## config.mk

```make
export PLATFORM = sky130hd
export DESIGN_NAME = user_io_host_flat
export DESIGN_NICKNAME = d
export VERILOG_FILES = /design/src/rtl/user_io_host_if.sv /design/src/rtl/user_io_host.sv /design/src/flat_wrapper.sv
export SDC_FILE = /design/constraint.sdc
export NUM_CORES = 1
export LEC_CHECK = 0
export CAP_MARGIN = 20
export CELL_PAD_IN_SITES_DETAIL_PLACEMENT = 0
export CELL_PAD_IN_SITES_GLOBAL_PLACEMENT = 1
export CORE_MARGIN = 3
export CORE_UTILIZATION = 39
export DETAILED_ROUTE_END_ITERATION = 10
export PLACE_DENSITY_LB_ADDON = 0.1
export SYNTH_ARGS = -nofsm -noshare
export SYNTH_HDL_FRONTEND = slang
export SYNTH_SLANG_ARGS = --single-unit
```

## constraint.sdc

```tcl
create_clock -name clk -period 5.5 [get_ports clk]
set_input_delay 0.825 -clock clk [delete_from_list [all_inputs] [get_ports clk]]
set_output_delay 0.825 -clock clk [all_outputs]
set_load 0.005 [all_outputs]
```

## src/rtl/user_io_host_if.sv

```systemverilog
`default_nettype none
// ============================================================================
// Module   : user_io_host_if
// Purpose  : Host-side request/status bundle for the user_io SPI master.
//            master = requester (soft controller / testbench),
//            slave  = user_io_host itself.
// Revision : 1.0 - initial release
// ============================================================================
interface user_io_host_if;
   logic        req;
   logic [7:0]  cmd;
   logic [2:0]  len;
   logic [31:0] payload;
   logic        busy;
   logic        done;
   logic [31:0] rx_data;

   modport master (
      output req, cmd, len, payload,
      input  busy, done, rx_data
   );

   modport slave (
      input  req, cmd, len, payload,
      output busy, done, rx_data
   );
endinterface
`default_nettype wire

```

## src/rtl/user_io_host.sv

```systemverilog
`default_nettype none
// ============================================================================
// Module   : user_io_host
// Purpose  : SPI mode-0 master that frames a command byte plus 0-4 payload
//            bytes (MSB first) onto the user_io configuration channel.
// Options  : USER_IO_HOST_MISO_EN - when defined, rx_data shifts in
//            spi_miso on every sample; otherwise rx_data is tied to 0.
// Revision : 1.0 - initial release
// ============================================================================
module user_io_host #(
   parameter int CLK_DIV = 4,   // system clocks per SCK half-period (>=1)
   parameter int GAP     = 8    // system clocks select stays high between frames (>=1)
) (
   input  wire logic     clk,
   input  wire logic     _rst,
   user_io_host_if.slave host,
   output logic          spi_sck,
   output logic          spi_ss,
   output logic          spi_mosi,
   input  wire logic     spi_miso
);

   localparam int            CNT_MAX   = (CLK_DIV > GAP) ? CLK_DIV : GAP;
   localparam int            CW        = $clog2(CNT_MAX + 1);
   localparam logic [CW-1:0] HALF_LOAD = CW'(CLK_DIV - 1);
   localparam logic [CW-1:0] GAP_LOAD  = CW'(GAP - 1);
   localparam logic [CW-1:0] CNT_ONE   = CW'(1);

   typedef enum logic [2:0] {
      S_IDLE = 3'd0,
      S_LOW  = 3'd1,
      S_HIGH = 3'd2,
      S_TAIL = 3'd3,
      S_GAP  = 3'd4
   } state_t;

   state_t        state, state_nxt;
   logic [CW-1:0] cnt, cnt_nxt;          // cycles left in current state, minus one
   logic [5:0]    bit_cnt, bit_cnt_nxt;  // bits still to send
   logic [39:0]   shreg, shreg_nxt;      // outgoing frame, MSB on the wire
   logic [5:0]    n_bits;
   logic          sample;                // first HIGH cycle: capture MISO
   logic          active;

   // Frame length in bits: command byte plus len payload bytes, len clamped to 4.
   always_comb n_bits = (host.len > 3'd4) ? 6'd40 : ({host.len, 3'b000} + 6'd8);

   // State, timing counters and shift register.
   always_ff @(posedge clk or negedge _rst) begin
      if (!_rst) begin
         state   <= S_IDLE;
         cnt     <= '0;
         bit_cnt <= '0;
         shreg   <= '0;
      end else begin
         state   <= state_nxt;
         cnt     <= cnt_nxt;
         bit_cnt <= bit_cnt_nxt;
         shreg   <= shreg_nxt;
      end
   end

   // Next-state logic; the half-period counter reloads on every state entry.
   always_comb begin
      state_nxt   = state;
      cnt_nxt     = cnt;
      bit_cnt_nxt = bit_cnt;
      shreg_nxt   = shreg;
      sample      = 1'b0;
      case (state)
         S_IDLE: begin
            if (host.req) begin
               state_nxt   = S_LOW;
               cnt_nxt     = HALF_LOAD;
               bit_cnt_nxt = n_bits;
               shreg_nxt   = {host.cmd, host.payload};
            end
         end
         S_LOW: begin
            if (cnt == '0) begin
               state_nxt = S_HIGH;
               cnt_nxt   = HALF_LOAD;
            end else begin
               cnt_nxt = cnt - CNT_ONE;
            end
         end
         S_HIGH: begin
            sample = (cnt == HALF_LOAD);
            if (cnt == '0) begin
               shreg_nxt   = {shreg[38:0], 1'b0};
               bit_cnt_nxt = bit_cnt - 6'd1;
               cnt_nxt     = HALF_LOAD;
               state_nxt   = (bit_cnt == 6'd1) ? S_TAIL : S_LOW;
            end else begin
               cnt_nxt = cnt - CNT_ONE;
            end
         end
         S_TAIL: begin
            if (cnt == '0) begin
               state_nxt = S_GAP;
               cnt_nxt   = GAP_LOAD;
            end else begin
               cnt_nxt = cnt - CNT_ONE;
            end
         end
         S_GAP: begin
            if (cnt == '0) begin
               state_nxt = S_IDLE;
            end else begin
               cnt_nxt = cnt - CNT_ONE;
            end
         end
         default: state_nxt = S_IDLE;
      endcase
   end

   // Pins decode straight from state so reset releases select and SCK at once.
   assign active    = (state == S_LOW) || (state == S_HIGH) || (state == S_TAIL);
   assign spi_sck   = (state == S_HIGH);
   assign spi_ss    = ~active;
   assign spi_mosi  = active & shreg[39];
   assign host.done = (state == S_GAP) && (cnt == '0);
   assign host.busy = (state != S_IDLE) && !host.done;

`ifdef USER_IO_HOST_MISO_EN
   logic [31:0] rx_q;

   // MISO capture: cleared on acceptance, shifts MSB-first on each sample.
   always_ff @(posedge clk or negedge _rst) begin
      if (!_rst) begin
         rx_q <= '0;
      end else if (state == S_IDLE && host.req) begin
         rx_q <= '0;
      end else if (sample) begin
         rx_q <= {rx_q[30:0], spi_miso};
      end
   end

   assign host.rx_data = rx_q;
`else
   logic unused_capture;
   assign unused_capture = spi_miso | sample;
   assign host.rx_data   = '0;
`endif

endmodule
`default_nettype wire

```

## src/flat_wrapper.sv

```systemverilog
// flat-port wrapper written by rule: the top's interface ports become plain ports
module user_io_host_flat 
#(
   parameter int CLK_DIV = 4,                                             
   parameter int GAP     = 8                                                           
)
  (clk, _rst, spi_sck, spi_ss, spi_mosi, spi_miso, host_req, host_cmd, host_len, host_payload, host_busy, host_done, host_rx_data);
  user_io_host_if host_i ();
  input  wire logic clk;
  input  wire logic _rst;
  output logic spi_sck;
  output logic spi_ss;
  output logic spi_mosi;
  input  wire logic spi_miso;
  input wire logic [$bits(host_i.req)-1:0] host_req;
  input wire logic [$bits(host_i.cmd)-1:0] host_cmd;
  input wire logic [$bits(host_i.len)-1:0] host_len;
  input wire logic [$bits(host_i.payload)-1:0] host_payload;
  output wire logic [$bits(host_i.busy)-1:0] host_busy;
  output wire logic [$bits(host_i.done)-1:0] host_done;
  output wire logic [$bits(host_i.rx_data)-1:0] host_rx_data;
  assign host_i.req = host_req;
  assign host_i.cmd = host_cmd;
  assign host_i.len = host_len;
  assign host_i.payload = host_payload;
  assign host_busy = host_i.busy;
  assign host_done = host_i.done;
  assign host_rx_data = host_i.rx_data;
  user_io_host #(.CLK_DIV(CLK_DIV), .GAP(GAP)) u_core (.clk(clk), ._rst(_rst), .host(host_i), .spi_sck(spi_sck), .spi_ss(spi_ss), .spi_mosi(spi_mosi), .spi_miso(spi_miso));
endmodule
```

==> results of run 1 <==
## area by class of cell
class / count / area [um2] / area share (%)
well taps: 99 / 123.9 / 3.464
clock inverters: 2 / 38.79 / 1.085
inverters: 12 / 45.04 / 1.260
repair buffers: 54 / 525.5 / 14.70
multi-input cells: 240 / 1444 / 40.38
flip-flops and latches: 53 / 1326 / 37.09
clock buffers: 6 / 72.57 / 2.029
## through the flow
| step | std cells | util [%] | hold WS (ns) |
|---|---|---|---|
| 5_1_grt | 466 | 48.27 | 0.5133 |
| 6_report | 466 | 48.27 | 0.4864 |
| 3_3_place_gp | 458 | 46.77 | 0.4606 |
| 4_1_cts | 466 | 48.27 | 0.4929 |
| 2_1_floorplan | 358 | - | 0.4496 |
| 3_5_place_dp | 458 | 46.77 | 0.4700 |
## power breakdown
group / switching, mW / total [mW] / leakage (nW) / internal, mW
registers: 0.132 / 0.692 / 0.664 / 0.560
logic: 0.288 / 0.542 / 0.804 / 0.254
clock network: 0.129 / 0.266 / 0.0554 / 0.137
total: 0.549 / 1.50 / 1.52 / 0.950
## worst paths after layout
kind                                  from                end  slack (ns)  cells past startpoint
min                        u_core.shreg[7]    u_core.shreg[7]        0.49                      2
max                          u_core.cnt[0]          host_done        2.37                      5
max reg2reg                u_core.state[1]  u_core.bit_cnt[4]        3.15                      5
min in group asynchronous             _rst   u_core.shreg[15]        0.63                      2
min reg2reg                u_core.shreg[7]    u_core.shreg[7]        0.49                      2
max in group asynchronous             _rst    u_core.shreg[5]        4.42                      2
## routing by layer
layer,wire length (um),global-route usage (%)
met2,2908,22.04
met1,2923,18.74
met3,300,2.644
met4,27,3.610
met5,0,0
## synthesized netlist by cell type, drive strengths merged (2+ instances only)
master and number:
nor2b 2, clkbuf 8, a31oi 4, or2 2
and3 2, nand3 6, o21ai 54, nor3b 2
dfrtp 53, ha 5, nand2 48, nor2 10
a21oi 5, buf 45, inv 12, a221oi 2
nor3 7, o31ai 2, a31o 2, mux2i 39
## placed cells by master, fill, tap and decap left out, types with 2 or more instances in the layout
cell | Yosys | final
sky130_fd_sc_hd__o21ai_0 | 53 | 53
sky130_fd_sc_hd__dfrtp_1 | 53 | 53
sky130_fd_sc_hd__clkdlybuf4s50_1 | 0 | 49
sky130_fd_sc_hd__nand2_1 | 48 | 48
sky130_fd_sc_hd__mux2i_1 | 39 | 39
sky130_fd_sc_hd__conb_1 | 1 | 32
sky130_fd_sc_hd__inv_1 | 12 | 12
sky130_fd_sc_hd__nor2_1 | 10 | 10
sky130_fd_sc_hd__nor3_1 | 7 | 7
sky130_fd_sc_hd__nand3_1 | 6 | 6
sky130_fd_sc_hd__a21oi_1 | 5 | 5
sky130_fd_sc_hd__ha_1 | 5 | 5
sky130_fd_sc_hd__clkbuf_8 | 0 | 5
sky130_fd_sc_hd__a31oi_1 | 4 | 4
sky130_fd_sc_hd__buf_4 | 36 | 4
sky130_fd_sc_hd__or2_2 | 2 | 2
sky130_fd_sc_hd__o31ai_1 | 2 | 2
sky130_fd_sc_hd__and3_1 | 2 | 2
sky130_fd_sc_hd__a221oi_1 | 2 | 2
sky130_fd_sc_hd__nor2b_1 | 2 | 2
## state kept, by name (all words and copies together), names as in the netlist
| name | flops |
|---|---|
| u_core.state | 3 |
| u_core.cnt | 4 |
| u_core.shreg | 40 |
| u_core.bit_cnt | 6 |
## cells by family after synthesis
logic type	share of synthesized area (%)
simple gates	13.39
compound gates	14.75
buf+inv	13.14
flops	43.68
mux	12.86
fa+ha+maj	2.060
other cells	0.1235
## tightest hold or removal path, stage by stage (launching register included)
cell and delay [ns]:
sky130_fd_sc_hd__dfrtp_1 0.35, sky130_fd_sc_hd__nand2_1 0.04, sky130_fd_sc_hd__o21ai_0 0.06
==> run summary, run 1 <==
* 0.53 ns — slowest stage delay, CP
* 17.76% — area overhead of the layout relative to synthesis
* yes — CTS tree
* 100.0% — Async S/R FF share, synth
* 0.0001483 V — Max rail drop VDD
* 0.008881 mm2 — overall die area
* reg -> out — Setup Crit Path Kind
* 0.7002 ns — slew of the pin with the lowest slew margin
* 43.68% — fraction of post-synthesis cell area in the top cell type by area
* 2 — CTS H-tree lvls
* 0.003037 mm2 — area of the mapped netlist
* sky130_fd_sc_hd__dfrtp_1, sky130_fd_sc_hd__mux2i_1, sky130_fd_sc_hd__buf_4 — Area contributors post-synth
* 419.3 mW/mm2 — Pwr per Cell Area
* 1.499 mW — post-route total power
* 0 — hold buffer count at CTS
* 53 — number of sinks handled by clock tree synthesis
* 327 — post-synthesis cell count
* sky130_fd_sc_hd__dfrtp_1 — prevailing post-synth register cell
* 0 — Final Hold Viols
* 0 — Max Cap Viol
* 0 — DRC violations left
* 0 — Post-CTS Repair Setup Buffers
* 50 — quantity of I/O buffers inserted on ports
* 0 — number of enable-type register cells in the synthesized netlist
* 1.523 nW — cell leakage power
* 5 — number of clock buffers inserted by TritonCTS
* 0 — Yosys warnings
* 0.10 ns — Clock transition at path regs
* 2 — worst path buffer plus inverter count
* 9.286 um2 — average instance area after synthesis
* 2.30 ns — data arrival at the endpoint of the critical path
* 94.24 um — floorplan die height
* 5.450% — share of layout cells above drive strength 1
* 42 — count of distinct cell types in the synthesized netlist
* register — startpoint types
* 0.007408 mm2 — CORE AREA
* 4.187 mm — Detailed Place HPWL
* 94.24 um — Die Width
* 13.67% — GRT Overall Usage
* simple AND/OR/NAND/NOR gates — CP delay by family, top
* 6.159 mm — routed wire length
* 0 — post-detailed-route count of antenna-violating nets
* no — RSZ-0062 raised after global routing
* 2057 — vias in the first global route
* sky130_fd_sc_hd__or3b_1 — cell at the slowest stage of the critical path
* 0 — total setup violations reported at the end of the flow
* 0.006261 ns — worst clock skew on the final layout
* 3.129 ns — Period minus WS final
* 4.68 ns — data required time at the worst endpoint
* 0 — total gr overflow
* 8 — peak fanout along the critical path
* 0 — antenna violations before repair
* 53.32% — relative max-transition margin
* 67 — largest net degree at the start of global routing
* 0.003576 mm2 — Finished Cell Area
* 0.3196 GHz — Max Clock Freq
* 0.003465 mm2 — standard cell area after detailed placement
* 0 ns — Post-Route Setup TNS
* 2.371 ns — least setup slack across all paths after layout
* reg -> reg — type of the tightest min-delay check
* 2257 — vias
* primary output — endpoint class of the critical path
* 53 — synthesis-stage register bit count
* 0.30 ns — Skew-Pair Late Insertion Delay
* 4.843 — Vias/cell
* 43.68% — sequential share of the synthesized area
* 56.90% — ratio of final minimum period to clock period
* 418 — Post-layout nets
* 2 — Clock Tree Buf Depth
* 9.770 mm — first-pass GRT wire length
* 0 — diode insertion count for antenna repair
* 0 — final count of pins violating max slew
* sky130_fd_sc_hd__dfrtp_1 — largest area contributor in the netlist
* 2.427 ns — minimum setup slack after placement
* 0 — # resized after CTS
* 4 — DRT Pass-1 Iters
* 13.22 um — post-detailed-route wirelength per cell
* 31 — Std-Cell Rows
* 92 — number of violations reported at the end of detailed-routing iteration 0
* 754 — number of fill cells
* finished, final reports clean — result of the run
* sky130_fd_sc_hd__clkbuf_8 — CTS Root Cell
* 40.99% — initial core utilization
* 0.7537 — Placer Congestion
* 84 — top-level port count
* inv_1 -> ha_1 -> or3b_1 -> nor2_1 -> clkdlybuf4s50_1 — chain of cells forming the critical path
No activity file was read; power rests on OpenSTA's default activity.
==> run 2: changes to the inputs <==
--- a/config.mk
+++ b/config.mk
@@ -9,7 +9,7 @@
 export CELL_PAD_IN_SITES_DETAIL_PLACEMENT = 0
 export CELL_PAD_IN_SITES_GLOBAL_PLACEMENT = 1
 export CORE_MARGIN = 3
-export CORE_UTILIZATION = 39
+export CORE_UTILIZATION = 36
 export DETAILED_ROUTE_END_ITERATION = 10
 export PLACE_DENSITY_LB_ADDON = 0.1
 export SYNTH_ARGS = -nofsm -noshare
==> constraint.sdc (replaced) <==
create_clock -name clk -period 3.05 [get_ports clk]
set_input_delay 0.4575 -clock clk [delete_from_list [all_inputs] [get_ports clk]]
set_output_delay 0.4575 -clock clk [all_outputs]
set_load 0.005 [all_outputs]
==> run 2 against run 1 <==
Compared with the run above:
- combinational power is 84% higher
- global-route usage decreased by 0.43 points
- non-clock buffer count did not move
- cell count grew 0.64%
- critical path depth unchanged
- sequential power up 81%
- clock skew is 0.0015 ns higher
- via count is 1.2% lower
- final area increased by 0.14%
==> run summary, run 2 (synthesis results as in run 1) <==
* 37.7% — share of total power in combinational logic
* 15.1% — part of the power in the clock network
* 4.406 mm — Detailed Place HPWL
* 4.753 — Vias/cell
* u_core.shreg — register ranked first by flip-flop count
* 0 — DRC violations left
* 0.5078 ns — slew of the pin with the lowest slew margin
* 0.003581 mm2 — Finished Cell Area
* 40 — flip-flop count of the largest register, all copies and words added
* 91.57% — ratio of final minimum period to clock period
* 37.90% — proportion of total power due to net switching
* 50 — quantity of I/O buffers inserted on ports
* 2 — CTS H-tree lvls
* 97.85 um — Die Width
* 0 — total gr overflow
* sky130_fd_sc_hd__clkbuf_8 — CTS Root Cell
* in -> async — type of the tightest min-delay check
* 0.10 ns — Clock transition at path regs
* primary output — endpoint class of the critical path
* no — RSZ-0062 raised after global routing
* 32 — Std-Cell Rows
* 0.6064 ns — minimum setup slack after placement
* 0.0003153 V — Max rail drop VDD
* 0 — post-detailed-route count of antenna-violating nets
* 0 — hold buffer count at CTS
* 0 ns — Post-Route Setup TNS
* yes — CTS tree
* 53 — number of sinks handled by clock tree synthesis
* 66.15% — relative max-transition margin
* u_core.shreg: 40 flops, u_core.bit_cnt: 6 flops, u_core.cnt: 4 flops — Regs by FF count
* 0 — final count of pins violating max slew
* 67 — largest net degree at the start of global routing
* 0.2572 ns — least setup slack across all paths after layout
* 17.92% — area overhead of the layout relative to synthesis
* 2158 — vias in the first global route
* 0 — Final Hold Viols
* reg -> out — Setup Crit Path Kind
* 0.54 ns — slowest stage delay, CP
* 0 — antenna violations before repair
* 84 — top-level port count
* 0.007806 ns — worst clock skew on the final layout
* 8 — peak fanout along the critical path
* 5.450% — share of layout cells above drive strength 1
* 13.23% — GRT Overall Usage
* 2.59 ns — data required time at the worst endpoint
* 6.382 mm — routed wire length
* 5 — number of clock buffers inserted by TritonCTS
* 1.515 nW — cell leakage power
* 2.793 ns — Period minus WS final
* 0.3581 GHz — Max Clock Freq
* 0.31 ns — Skew-Pair Late Insertion Delay
* 97.85 um — floorplan die height
* 1.642 mW — internal power
* register — startpoint types
* 461 — placed instance count
* 47.2% — sequential group share of total power
* 0 — total setup violations reported at the end of the flow
* sky130_fd_sc_hd__o21ai_0, sky130_fd_sc_hd__dfrtp_1, sky130_fd_sc_hd__clkdlybuf4s50_1, sky130_fd_sc_hd__nand2_1, sky130_fd_sc_hd__mux2i_1 — most used cells in the layout excluding fill and tap cells
* 5 — number of cells on the worst reg-to-reg path
* sky130_fd_sc_hd__clkdlybuf4s50_1 — cell at the slowest stage of the critical path
* 13.61 um — post-detailed-route wirelength per cell
* 0 — Post-CTS Repair Setup Buffers
* 74 — number of violations reported at the end of detailed-routing iteration 0
* 0 — Max Cap Viol
* 0 — diode insertion count for antenna repair
* 0.009574 mm2 — overall die area
* 1.002 mW — power dissipated by switching net loads
* 469 — number of standard cells in the final layout excluding fillers
* 738.5 mW/mm2 — Pwr per Cell Area
* 0.003493 mm2 — standard cell area after detailed placement
* 0.007968 mm2 — CORE AREA
* inv_1 -> ha_1 -> or3b_1 -> nor2_1 -> clkdlybuf4s50_1 — chain of cells forming the critical path
* 4 — DRT Pass-1 Iters
* finished, final reports clean — result of the run
* 2 — Clock Tree Buf Depth
* 0.7359 — Placer Congestion
* 0 — # resized after CTS
* 2229 — vias
* 418 — Post-layout nets
* 38.11% — initial core utilization
* 2.34 ns — data arrival at the endpoint of the critical path
* 10.49 mm — first-pass GRT wire length
## run 2: changes by cell type in the layout (fill, tap and decap cells not counted), sizes merged
cell / before / now
bufinv: 1 / 0
clkinv: 1 / 0
clkinvlp: 0 / 2
## run 2: area by class of cell
cell class	instances	area [um2]
clock buffer	6	72.57
clock inverter	2	15.01
fill	799	4387
inverter	12	45.04
multi-input combinational	240	1444
sequential	53	1326
tap	102	127.6
timing repair buffer	54	550.5
## run 2: path summary, 6_finish.rpt
path / from / end / slack, ns
setup / recovery: u_core.cnt[0] / host_done / 0.26
max in group asynchronous: _rst / u_core.shreg[36] / 2.15
hold / removal: _rst / u_core.shreg[16] / 0.06
hold reg to reg: u_core.shreg[7] / u_core.shreg[7] / 0.49
setup reg to reg: u_core.state[1] / u_core.bit_cnt[4] / 0.96
min in group clk: u_core.shreg[7] / u_core.shreg[7] / 0.49
## run 2: power groups by stage
stage	Sequential (mW)	Clock, mW	Combinational [mW]
floorplan	1.17	0	0.816
global placement	1.26	0	0.998
detailed placement	1.27	0	1.01
CTS	1.25	0.416	1.01
global route	1.30	0.443	1.15
finish	1.25	0.400	0.996
## run 2: critical path, delay by kind of cell, from the launching register on
family                     cells  cell delay (ns)
and+or+nand+nor                2             0.77
buffers and inverters          2             0.63
DFF                            1             0.43
adders and majority gates      1             0.21
## run 2: layer usage
metal	global-route usage [%]	wire length [um]
met5	0	0
met3	2.929	274
met1	19.00	3108
met2	20.00	2934
met4	3.940	65
## run 2: through the flow
step           power (mW)  hold slack (ns)  util, %
2_1_floorplan       1.988           0.1619        -
3_3_place_gp        2.255           0.4220    43.84
3_5_place_dp        2.278           0.4138    43.84
4_1_cts             2.680          0.07013    44.94
5_1_grt             2.888          0.08928    44.94
6_report            2.645          0.06209    44.94
